==> config.mk <==
export PLATFORM = sky130hd
export DESIGN_NAME = lsu_ctrl
export DESIGN_NICKNAME = d
export VERILOG_FILES = /design/src/rtl/lsu_ctrl.sv
export SDC_FILE = /design/constraint.sdc
export NUM_CORES = 1
export LEC_CHECK = 0
export CAP_MARGIN = 5
export CORE_MARGIN = 2
export CORE_UTILIZATION = 49
export DETAILED_ROUTE_END_ITERATION = 12
export PLACE_DENSITY = 0.86
export SETUP_SLACK_MARGIN = 0.1
export SKIP_LAST_GASP = 1
export SLEW_MARGIN = 20
export SYNTH_ARGS = -nofsm -noshare
export SYNTH_HDL_FRONTEND = slang
export SYNTH_SLANG_ARGS = --single-unit
==> constraint.sdc <==
create_clock -name clk -period 3.2 [get_ports clk]
set_clock_uncertainty 0.1 [all_clocks]
set_input_delay 0.48 -clock clk [delete_from_list [all_inputs] [get_ports clk]]
set_output_delay 0.48 -clock clk [all_outputs]
set_load 0.02 [all_outputs]
==> src/rtl/lsu_ctrl.sv <==
// Load/store controller between the memory stage and a word-organised data memory.
// One request at a time; sub-word stores are done as read-modify-write.
module lsu_ctrl #(
  parameter bit WORD_INDEXED = 1'b1
) (
  input  logic        clk,
  input  logic        rst,
  input  logic        req_valid,
  output logic        req_ready,
  input  logic        req_write,
  input  logic [1:0]  req_size,
  input  logic        req_unsigned,
  input  logic [31:0] req_addr,
  input  logic [31:0] req_wdata,
  output logic        resp_valid,
  output logic [31:0] resp_rdata,
  output logic        resp_err,
  output logic [31:0] mem_address,
  output logic [31:0] mem_store_data,
  output logic        mem_write,
  output logic        mem_read,
  input  logic [31:0] mem_load_data
);

  // Handshake: a request transfers on a rising edge where req_valid && req_ready;
  // the response is a single-cycle resp_valid pulse with no back-pressure.
  typedef enum logic [1:0] {S_IDLE, S_READ, S_WRITE, S_RESP} state_t;

  state_t      r_state;
  logic [1:0]  r_lane;
  logic [1:0]  r_size;
  logic        r_write;
  logic        r_unsigned;
  logic        r_err;
  logic [15:0] r_wdata;
  logic [31:0] r_word;
  logic [31:0] r_mem_address;
  logic [31:0] r_mem_store_data;

  logic        w_req_err;
  logic [31:0] w_req_mem_addr;
  logic [31:0] w_merged;
  logic [7:0]  w_byte;
  logic [15:0] w_half;
  logic [31:0] w_load_ext;

  assign w_req_err = (req_size == 2'b11) ||
                     (req_size == 2'b01 && req_addr[0]) ||
                     (req_size == 2'b10 && req_addr[1:0] != 2'b00);

  assign w_req_mem_addr = WORD_INDEXED ? {2'b00, req_addr[31:2]} : {req_addr[31:2], 2'b00};

  // Merge uses the live memory word so the merged value is ready at the READ edge.
  always_comb begin
    w_merged = mem_load_data;
    if (r_size == 2'b00) begin
      case (r_lane)
        2'd0:    w_merged[7:0]   = r_wdata[7:0];
        2'd1:    w_merged[15:8]  = r_wdata[7:0];
        2'd2:    w_merged[23:16] = r_wdata[7:0];
        default: w_merged[31:24] = r_wdata[7:0];
      endcase
    end else if (r_lane[1]) begin
      w_merged[31:16] = r_wdata;
    end else begin
      w_merged[15:0] = r_wdata;
    end
  end

  always_comb begin
    case (r_lane)
      2'd0:    w_byte = r_word[7:0];
      2'd1:    w_byte = r_word[15:8];
      2'd2:    w_byte = r_word[23:16];
      default: w_byte = r_word[31:24];
    endcase
    w_half = r_lane[1] ? r_word[31:16] : r_word[15:0];
    case (r_size)
      2'b00:   w_load_ext = r_unsigned ? {24'h0, w_byte} : {{24{w_byte[7]}}, w_byte};
      2'b01:   w_load_ext = r_unsigned ? {16'h0, w_half} : {{16{w_half[15]}}, w_half};
      default: w_load_ext = r_word;
    endcase
  end

  always_ff @(posedge clk) begin
    if (rst) begin
      r_state          <= S_IDLE;
      r_lane           <= 2'b00;
      r_size           <= 2'b00;
      r_write          <= 1'b0;
      r_unsigned       <= 1'b0;
      r_err            <= 1'b0;
      r_wdata          <= 16'h0;
      r_word           <= 32'h0;
      r_mem_address    <= 32'h0;
      r_mem_store_data <= 32'h0;
    end else begin
      case (r_state)
        S_IDLE: begin
          if (req_valid) begin
            r_lane     <= req_addr[1:0];
            r_size     <= req_size;
            r_write    <= req_write;
            r_unsigned <= req_unsigned;
            r_wdata    <= req_wdata[15:0];
            r_err      <= w_req_err;
            if (w_req_err) begin
              r_state <= S_RESP;
            end else begin
              r_mem_address <= w_req_mem_addr;
              if (req_write && req_size == 2'b10) begin
                r_mem_store_data <= req_wdata;
                r_state          <= S_WRITE;
              end else begin
                r_state <= S_READ;
              end
            end
          end
        end
        S_READ: begin
          r_word <= mem_load_data;
          if (r_write) begin
            r_mem_store_data <= w_merged;
            r_state          <= S_WRITE;
          end else begin
            r_state <= S_RESP;
          end
        end
        S_WRITE: r_state <= S_RESP;
        default: r_state <= S_IDLE;
      endcase
    end
  end

  assign req_ready      = (r_state == S_IDLE);
  assign mem_read       = (r_state == S_READ);
  assign mem_write      = (r_state == S_WRITE);
  assign resp_valid     = (r_state == S_RESP);
  assign resp_err       = (r_state == S_RESP) && r_err;
  assign resp_rdata     = (r_state == S_RESP && !r_write && !r_err) ? w_load_ext : 32'h0;
  assign mem_address    = r_mem_address;
  assign mem_store_data = r_mem_store_data;

endmodule
== After elaboration in Yosys (flattened, before gate mapping) ==
Index checks and enable logic that the tools add are counted.
Storage, ports and cells
  bits in registers: 119
  latch bits: 0
  memory bits (writable): 0
  ROM bits: 0
  bits of input ports: 103
  output and inout port bits: 101
  word-level logic and storage cells: 66
  memories: 0
Cells by class
  add/sub/neg operators: 0
  $mul: 0
  divide/modulo/power cells: 0
  order comparisons: 0
  equality and inequality tests: 13
  shift operators: 0
  muxes and demuxes: 23
  bitwise logic cells: 1
  reductions and logical operators: 19
Operators with widths (count)
  $mux W32: 8
  $pmux W32 S2: 2
  $mux W16: 3
  $mux W8: 4
  $pmux W8 S3: 1
  $eq A2 B2 Y1 const B: 5
  $eq A2 B1 Y1 const B: 4
  $logic_and A1 B1 Y1: 6
  $logic_not A2 Y1: 3
  $mux W2: 3
  $pmux W2 S3: 1
  $reduce_and A5 Y1: 1
  $ne A2 B1 Y1 const B: 2
  $ne A2 B2 Y1 const B: 2
  $reduce_bool A2 Y1: 2
  $reduce_and A3 Y1: 1
  $reduce_or A3 Y1: 1
  $logic_not A1 Y1: 2
  $logic_or A1 B1 Y1: 2
  $reduce_and A2 Y1: 1
  $mux W1: 1
  $not A1 Y1: 1

== Depth between registers and ports, before layout ==
Gate-level depths: netlist (run 1).
  word-level depth: 7
  gate-level depth with buffers: 8
  gate-level depth less buffers: 6

== Least setup slack after synthesis (run 1) ==
OpenSTA, ideal clock, no wires.
  path kind: register to output
  start point: register r_state[0]
  end point: output resp_rdata[23]
  arrival: 1.788 ns
  data required time: 2.620 ns
  setup slack: 0.832 ns
  cell stages (with the launch flop): 8
  path buffers: 2
  cell sequence: dfxtp_1 > ha_1 > nor3b_2 > and2_1 > buf_2 > buf_2 > nand2_1 > nand2_1
On the way
  longest elaborated chain between the ends: 4
RTL lines
  start: declaration: RTL line 29  | state_t r_state;
  start signal: assignment: RTL line 87  | r_state <= S_IDLE;
  start signal: assignment: RTL line 108  | r_state <= S_RESP;
  start signal: assignment: RTL line 113  | r_state <= S_WRITE;
  $eq A2 B2 Y1
  named net resp_valid: RTL line 15  | output logic resp_valid,
  $logic_and A1 B1 Y1 (2 in a row): RTL line 140  | assign resp_rdata = (r_state == S_RESP && !r_write && !r_err) ? w_load_ext : 32'h0;
  $mux W32: RTL line 140
  end: declaration: RTL line 16  | output logic [31:0] resp_rdata,
The timed path passes the listed nets, and every way through them passes these cells.

== Final worst setup path (run 1) ==
  start point: register r_state[1]
  end point: output resp_rdata[19]
On the way
  longest elaborated chain between the ends: 4
RTL lines (RTL line)
  $eq A2 B2 Y1: 140
  $logic_and A1 B1 Y1 (2 in a row): 140
  $mux W32: 140
No other way between the ends.

==> results of run 1 <==
## Yosys cell counts (2+ instances only)
| master | instances |
|---|---|
| a211oi_1 | 13 |
| a21oi_1 | 66 |
| a221o_1 | 6 |
| a22o_1 | 8 |
| a32o_1 | 8 |
| a41oi_1 | 3 |
| and2_1 | 2 |
| buf_1 | 7 |
| buf_2 | 20 |
| buf_4 | 4 |
| buf_6 | 3 |
| clkbuf_1 | 26 |
| dfxtp_1 | 119 |
| ha_1 | 4 |
| inv_1 | 5 |
| mux2i_1 | 48 |
| nand2_1 | 155 |
| nand2b_1 | 10 |
| nand3_1 | 6 |
| nand4_1 | 3 |
| nor2_1 | 46 |
| nor2b_1 | 19 |
| nor3_1 | 12 |
| o211ai_1 | 16 |
| o21ai_0 | 19 |
| o21ai_1 | 6 |
| o221a_1 | 7 |
| o22a_1 | 8 |
| o22ai_1 | 7 |
| o2bb2ai_1 | 4 |
| o311a_1 | 8 |
| or3b_1 | 2 |
| or4b_1 | 9 |
## cells in the final DEF (no fill, tap or decap), types with 6 or more instances in the layout
| cell type | n |
|---|---|
| o211ai_1 | 16 |
| o311a_1 | 8 |
| a211oi_1 | 13 |
| or4b_1 | 9 |
| o22a_1 | 8 |
| dfxtp_1 | 119 |
| o221a_1 | 7 |
| clkbuf_16 | 17 |
| a21oi_1 | 65 |
| a221o_1 | 6 |
| mux2i_1 | 48 |
| nand2_1 | 155 |
| nor2b_1 | 19 |
| clkdlybuf4s50_1 | 188 |
| nor2_1 | 45 |
| a22o_1 | 8 |
| dlygate4sd2_1 | 9 |
| nor3_1 | 12 |
| buf_4 | 15 |
| a32o_1 | 8 |
| nand2b_1 | 10 |
| nand3_1 | 6 |
| o21ai_0 | 19 |
| o22ai_1 | 7 |
## per-stage QoR
stage	setup slack, ps	utilization (%)	hold slack, ps
after floorplan	832	-	333
after CTS	41.1	74.0	359
after global placement	428	68.3	339
after detailed placement	297	68.3	349
after global routing	46.6	74.4	367
final	132	74.4	356
## kinds of logic after synthesis
logic type,count (synthesis),synth area share (%)
and+or+nand+nor,277,22.5
muxes,49,8.59
other,1,0.0640
buffers and inverters,66,5.30
adders and majority gates,4,0.854
AOI/OAI and AO/OA,186,22.1
DFF,119,40.7
## metal layers
layer | vias to the layer above | track usage (%)
met4 | 0 | 15.1
met2 | 411 | 54.0
li1 | 2857 | -
met5 | - | 0
met3 | 54 | 7.50
met1 | 2970 | 38.5
## state kept, by name, indices dropped and copies added (netlist names)
name,cells
r_unsigned,1
mem_store_data,32
r_write,1
r_word,32
r_state,2
r_wdata,16
mem_address,30
r_lane,2
r_err,1
r_size,2
## area by class of cell
type	instances	share of cell area [%]
Clock buffer	17	4.94
Clock inverter	15	2.65
Inverter	6	0.262
Multi-Input combinational cell	518	37.3
Sequential cell	119	27.7
Tap cell	143	2.08
Timing Repair Buffer	219	25.1
## worst max-delay path, stage by stage (launching register included)
cell and delay, ps:
dfxtp_1 390, ha_2 240, nor3b_2 230, buf_6 220, o211ai_4 100, buf_12 160
nand2_1 70, clkdlybuf4s50_1 640
## report_power, final
part,switching [mW],internal [mW],leakage [nW]
registers,0.198,1.71,0.969
logic,1.19,0.857,1.99
clock network,0.723,1.38,0.313
## worst min-delay path by stage
stage | start | endpoint | slack, ps | cells past startpoint
after floorplan | r_wdata[10]$_SDFFE_PP0P_ | r_wdata[10]$_SDFFE_PP0P_ | 330 | 2
after global placement | r_wdata[12]$_SDFFE_PP0P_ | r_wdata[12]$_SDFFE_PP0P_ | 340 | 2
after detailed placement | mem_address[1]$_SDFFE_PP0P_ | mem_address[1]$_SDFFE_PP0P_ | 350 | 2
after CTS | mem_address[24]$_SDFFE_PP0P_ | mem_address[24]$_SDFFE_PP0P_ | 360 | 2
after global routing | r_wdata[15]$_SDFFE_PP0P_ | r_wdata[15]$_SDFFE_PP0P_ | 370 | 2
final | r_wdata[15]$_SDFFE_PP0P_ | r_wdata[15]$_SDFFE_PP0P_ | 360 | 2
## what timing repair did
| item | CTS | global route |
|---|---|---|
| setup buffers | 0 | 1 |
| pin swaps | 1 | 1 |
| setup endpoints to repair | 32 | 23 |
| hold endpoints to repair | 0 | 0 |
| gates resized for setup | 12 | 10 |
==> summary.txt, run 1 <==
Die
  • Row count: 39
  • Starting density of the core: 50.7%
  • CORE AREA: 11600 sq um
  • Die Y-Extent: 113 microns
  • Io pins: 204
  • Die Area: 12800 sq um
  • Die width: 113 microns

Global routing
  • First-pass GRT wire length: 32200 microns
  • Antenna violations before repair: 0
  • GR Overflow Total: 0
  • GRT Util Overall: 32.0%
  • Vias in the first global route: 6071
  • Largest net degree at the start of global routing: 50

Routing
  • DRT Pass-1 Iters: 8
  • Met2 wire length: 10200 microns
  • Met3 WL post-DR: 1840 microns
  • Top Metal Used: met4
  • Post-detailed-route count of antenna-violating nets: 0
  • Initial DRC count: 823
  • WL final: 20600 microns
  • DR vias/cell: 6.07
  • WL met1: 7800 microns
  • DRC: 0
  • Wire length per cell: 19.9 microns
  • Vias: 6292

Synth
  • Post-synthesis register bit count: 119
  • Mapped Cells: 702
  • Register area share after synthesis: 40.7%
  • Number of enable flip-flop cells after synthesis: 0
  • Top cell type's share of synthesized area: 40.7%
  • Asr flop ratio synth: 0%
  • Top_reg_cell synth: dfxtp_1
  • Yosys top cell by area: dfxtp_1
  • Netlist Area Pre-Place: 5860 sq um
  • Synthesized area per cell: 8.34 sq um
  • Yosys warns: 0
  • Area contributors post-synth: dfxtp_1, nand2_1, mux2i_1, a21oi_1, nor2_1
  • Synth cell types: 56

Timing
  • Pins over their slew limit: 0
  • Tcrit/Tclk final: 95.9%
  • Worst-margin pin slew: 933 ps
  • Max Freq: 0.326 GHz
  • Hold Violations, Final: 0
  • Final worst path period need: 3070 ps
  • Slew HR: 36.9%
  • Sum of negative setup slack: 0 ps
  • RSZ-0062 raised after global routing: true
  • Endpoints failing setup: 0

Clocking
  • Worst-case clock buffer depth: 2
  • H-tree levels: 4
  • Clk_lat worst skew: 420 ps
  • Root buffer cell: clkbuf_16
  • Clock sinks: 119
  • Worst-path clk slew: 60 ps
  • TritonCTS Buffers: 17
  • Hold bufs inserted after CTS: 0
  • TritonCTS clock tree: built

Layout
  • Seq. cell area: 2380 sq um
  • Nets: 988
  • Area of the multi-input gates: 3210 sq um
  • Non-Filler Instances: 1037
  • Final instance area: 8610 sq um
  • ANT cells: 0
  • FILL cells: 842
  • Layout cells sized above 1: 8.05%
  • Synth-to-layout area growth: 46.9%

Setup path
  • Setup CP Type: reg -> out
  • Worst R2R Start: r_state[0]$_SDFFE_PP0P_
  • Critical path arrival: 2490 ps
  • Critical Path End: resp_rdata[19]
  • Critical R2R Capture: mem_store_data[1]$_SDFFE_PP0P_
  • Worst Path Max Fanout: 17
  • CP required: 2620 ps
  • R2r setup slk: 720 ps
  • Worst setup SP type: register
  • Setup crit start: r_state[1]$_SDFFE_PP0P_
  • Worst setup EP type: primary output
  • Worst Reg-to-Reg Cells: 6

Placement
  • Cells after DPL: 1004
  • I/O Buffers: 201
  • Final GP Congestion: 0.927
  • Final HPWL DP: 14400 microns
  • Placed instance area: 7900 sq um

Power and ir drop
  • Max rail drop VDD: 0.619 mV
  • P_leak: 3.27 nW
  • Pwr/cell area: 705 nW/um^2
  • Overall Power: 6.07 mW

Min path
  • Hold WC Path Type: reg -> reg

Job
  • Maxcap violations: 0

Run status
  • Outcome: finished clean
(Power assumes the default switching activity.)
==> run 2: changes to the inputs <==
--- a/config.mk
+++ b/config.mk
@@ -6,10 +6,12 @@
 export NUM_CORES = 1
 export LEC_CHECK = 0
 export CAP_MARGIN = 5
+export CELL_PAD_IN_SITES_DETAIL_PLACEMENT = 0
+export CELL_PAD_IN_SITES_GLOBAL_PLACEMENT = 1
 export CORE_MARGIN = 2
-export CORE_UTILIZATION = 49
+export CORE_UTILIZATION = 33
 export DETAILED_ROUTE_END_ITERATION = 12
-export PLACE_DENSITY = 0.86
+export PLACE_DENSITY_LB_ADDON = 0.1
 export SETUP_SLACK_MARGIN = 0.1
 export SKIP_LAST_GASP = 1
 export SLEW_MARGIN = 20
==> constraint.sdc (replaced) <==
create_clock -name clk -period 3.5 [get_ports clk]
set_clock_uncertainty 0.1 [all_clocks]
set_input_delay 0.525 -clock clk [delete_from_list [all_inputs] [get_ports clk]]
set_output_delay 0.525 -clock clk [all_outputs]
set_load 0.02 [all_outputs]
==> summary.txt, run 2 (synthesis results as in run 1) <==
Run status
  • Outcome: finished clean (unchanged)

Die
  • Die Area: 18800 sq um (was 12800 sq um)
  • CORE AREA: 17300 sq um (was 11600 sq um)
  • Die width: 137 microns (was 113 microns)
  • Row count: 48 (was 39)
  • Die Y-Extent: 137 microns (was 113 microns)
  • Starting density of the core: 33.9% (was 50.7%)
  • Io pins: 204 (unchanged)

Setup path
  • Critical path arrival: 2660 ps (was 2490 ps)
  • Setup crit start: r_lane[1]$_SDFFE_PP0P_ (was r_state[1]$_SDFFE_PP0P_)
  • CP required: 2870 ps (was 2620 ps)
  • Worst setup EP type: primary output (unchanged)
  • Worst Path Max Fanout: 8 (was 17)
  • Worst setup SP type: register (unchanged)
  • Setup CP Type: reg -> out (unchanged)
  • Worst R2R Start: r_state[1]$_SDFFE_PP0P_ (was r_state[0]$_SDFFE_PP0P_)

Clocking
  • Hold bufs inserted after CTS: 0 (unchanged)
  • Clk_lat worst skew: 410 ps (was 420 ps)
  • TritonCTS Buffers: 17 (unchanged)
  • Root buffer cell: clkbuf_16 (unchanged)
  • Clock sinks: 119 (unchanged)
  • TritonCTS clock tree: built (unchanged)
  • Worst-case clock buffer depth: 2 (unchanged)
  • H-tree levels: 4 (unchanged)
  • Worst-path clk slew: 60 ps (about the same)
  • # Post-CTS Setup Buffers: 0 (unchanged)

Routing
  • Initial DRC count: 282 (was 823)
  • Vias: 5801 (was 6292)
  • DRC: 0 (unchanged)
  • DRT Pass-1 Iters: 5 (was 8)
  • Post-detailed-route count of antenna-violating nets: 0 (unchanged)
  • WL final: 20300 microns (was 20600 microns)
  • Wire length per cell: 18.2 microns (was 19.9 microns)
  • DR vias/cell: 5.20 (was 6.07)

Power and ir drop
  • Pwr/cell area: 623 nW/um^2 (was 705 nW/um^2)
  • Overall Power: 5.37 mW (was 6.07 mW)
  • Max rail drop VDD: 0.363 mV (was 0.619 mV)
  • P_leak: 3.13 nW (was 3.27 nW)

Layout
  • FILL cells: 1659 (was 842)
  • Seq. cell area: 2380 sq um (unchanged)
  • Commonest non-fill, non-tap cells in the layout: clkdlybuf4s50_1, nand2_1, dfxtp_1, a21oi_1, mux2i_1 (unchanged)
  • Layout cells sized above 1: 7.53% (was 8.05%)
  • Commonest non-fill, non-tap cell in the layout: clkdlybuf4s50_1 (unchanged)
  • Area of the multi-input gates: 3210 sq um (about the same)
  • Nets: 985 (was 988)
  • Synth-to-layout area growth: 47.1% (was 46.9%)
  • ANT cells: 0 (unchanged)

Timing
  • Tcrit/Tclk final: 94.0%
  • Hold Violations, Final: 0 (unchanged)
  • Final worst path period need: 3290 ps
  • Slew HR: 46.1% (was 36.9%)
  • Max Freq: 0.304 GHz
  • Sum of negative setup slack: 0 ps (unchanged)
  • Worst-margin pin slew: 802 ps (was 933 ps)
  • Pins over their slew limit: 0 (unchanged)
  • Endpoints failing setup: 0 (unchanged)
  • RSZ-0062 raised after global routing: true (unchanged)

Global routing
  • GRT Util Overall: 21.5% (was 32.0%)
  • First-pass GRT wire length: 30900 microns (was 32200 microns)
  • Vias in the first global route: 5595 (was 6071)
  • Antenna violations before repair: 0 (unchanged)
  • Largest net degree at the start of global routing: 67 (was 50)
  • GR Overflow Total: 0 (unchanged)

Placement
  • Final GP Congestion: 0.870 (was 0.927)
  • I/O Buffers: 201 (unchanged)
  • Final HPWL DP: 15200 microns (was 14400 microns)

Job
  • Maxcap violations: 0 (unchanged)

Min path
  • Beginning of the worst hold path: mem_address[29]$_SDFFE_PP0P_ (was r_wdata[15]$_SDFFE_PP0P_)
  • Hold WC Path Type: reg -> reg (unchanged)
run 2: stage by stage:
step           setup WS, ps  instance area [sq um]  hold WS, ps  instances  utilization [%]
2_1_floorplan          1090                   5860          333        703                -
3_3_place_gp            502                   7990          341       1084             46.2
3_5_place_dp            431                   8000          345       1084             46.2
4_1_cts                 101                   8600          355       1115             49.7
5_1_grt                76.2                   8620          372       1115             49.8
6_report                211                   8620          352       1115             49.8
run 2: timing repair:
action,CTS,global route
pin swaps,0,0
gates resized for setup,1,4
endpoints found under the setup margin,16,23
run 2: report_power, final:
group          leakage (nW)  internal [mW]  switching (mW)  total, mW
logic                  1.87          0.777            1.06       1.84
clock network         0.295           1.15           0.630       1.78
registers             0.969           1.57           0.186       1.75
run 2: per-layer routing:
metal	vias to the layer above	GRT usage (%)	wire [microns]
met3	27	6.48	1440
met1	2729	28.3	9190
met5	-	0	0
met2	200	33.8	9220
met4	0	6.76	464
li1	2845	-	-
run 2: worst paths after layout:
| kind | endpoint | slack [ps] | cells past startpoint |
|---|---|---|---|
| min | mem_address[29]$_SDFFE_PP0P_ | 350 | 2 |
| min reg2reg | mem_address[29]$_SDFFE_PP0P_ | 350 | 2 |
| max reg2reg | mem_store_data[31]$_SDFFE_PP0P_ | 730 | 6 |
| max | resp_rdata[11] | 210 | 5 |
run 2: layout make-up:
type / count / share of cell area (%)
clock buffers: 19 / 5.26
repair buffers: 216 / 24.6
multi-input cells: 518 / 37.2
flip-flops and latches: 119 / 27.6
well taps: 225 / 3.27
clock inverters: 12 / 1.76
inverters: 6 / 0.261
run 2: critical path: stages (launching register included):
cell and delay [ps]:
dfxtp_1 440, mux4_2 250, nor2b_4 170, nor2b_1 500
o311a_1 280, clkdlybuf4s50_1 620
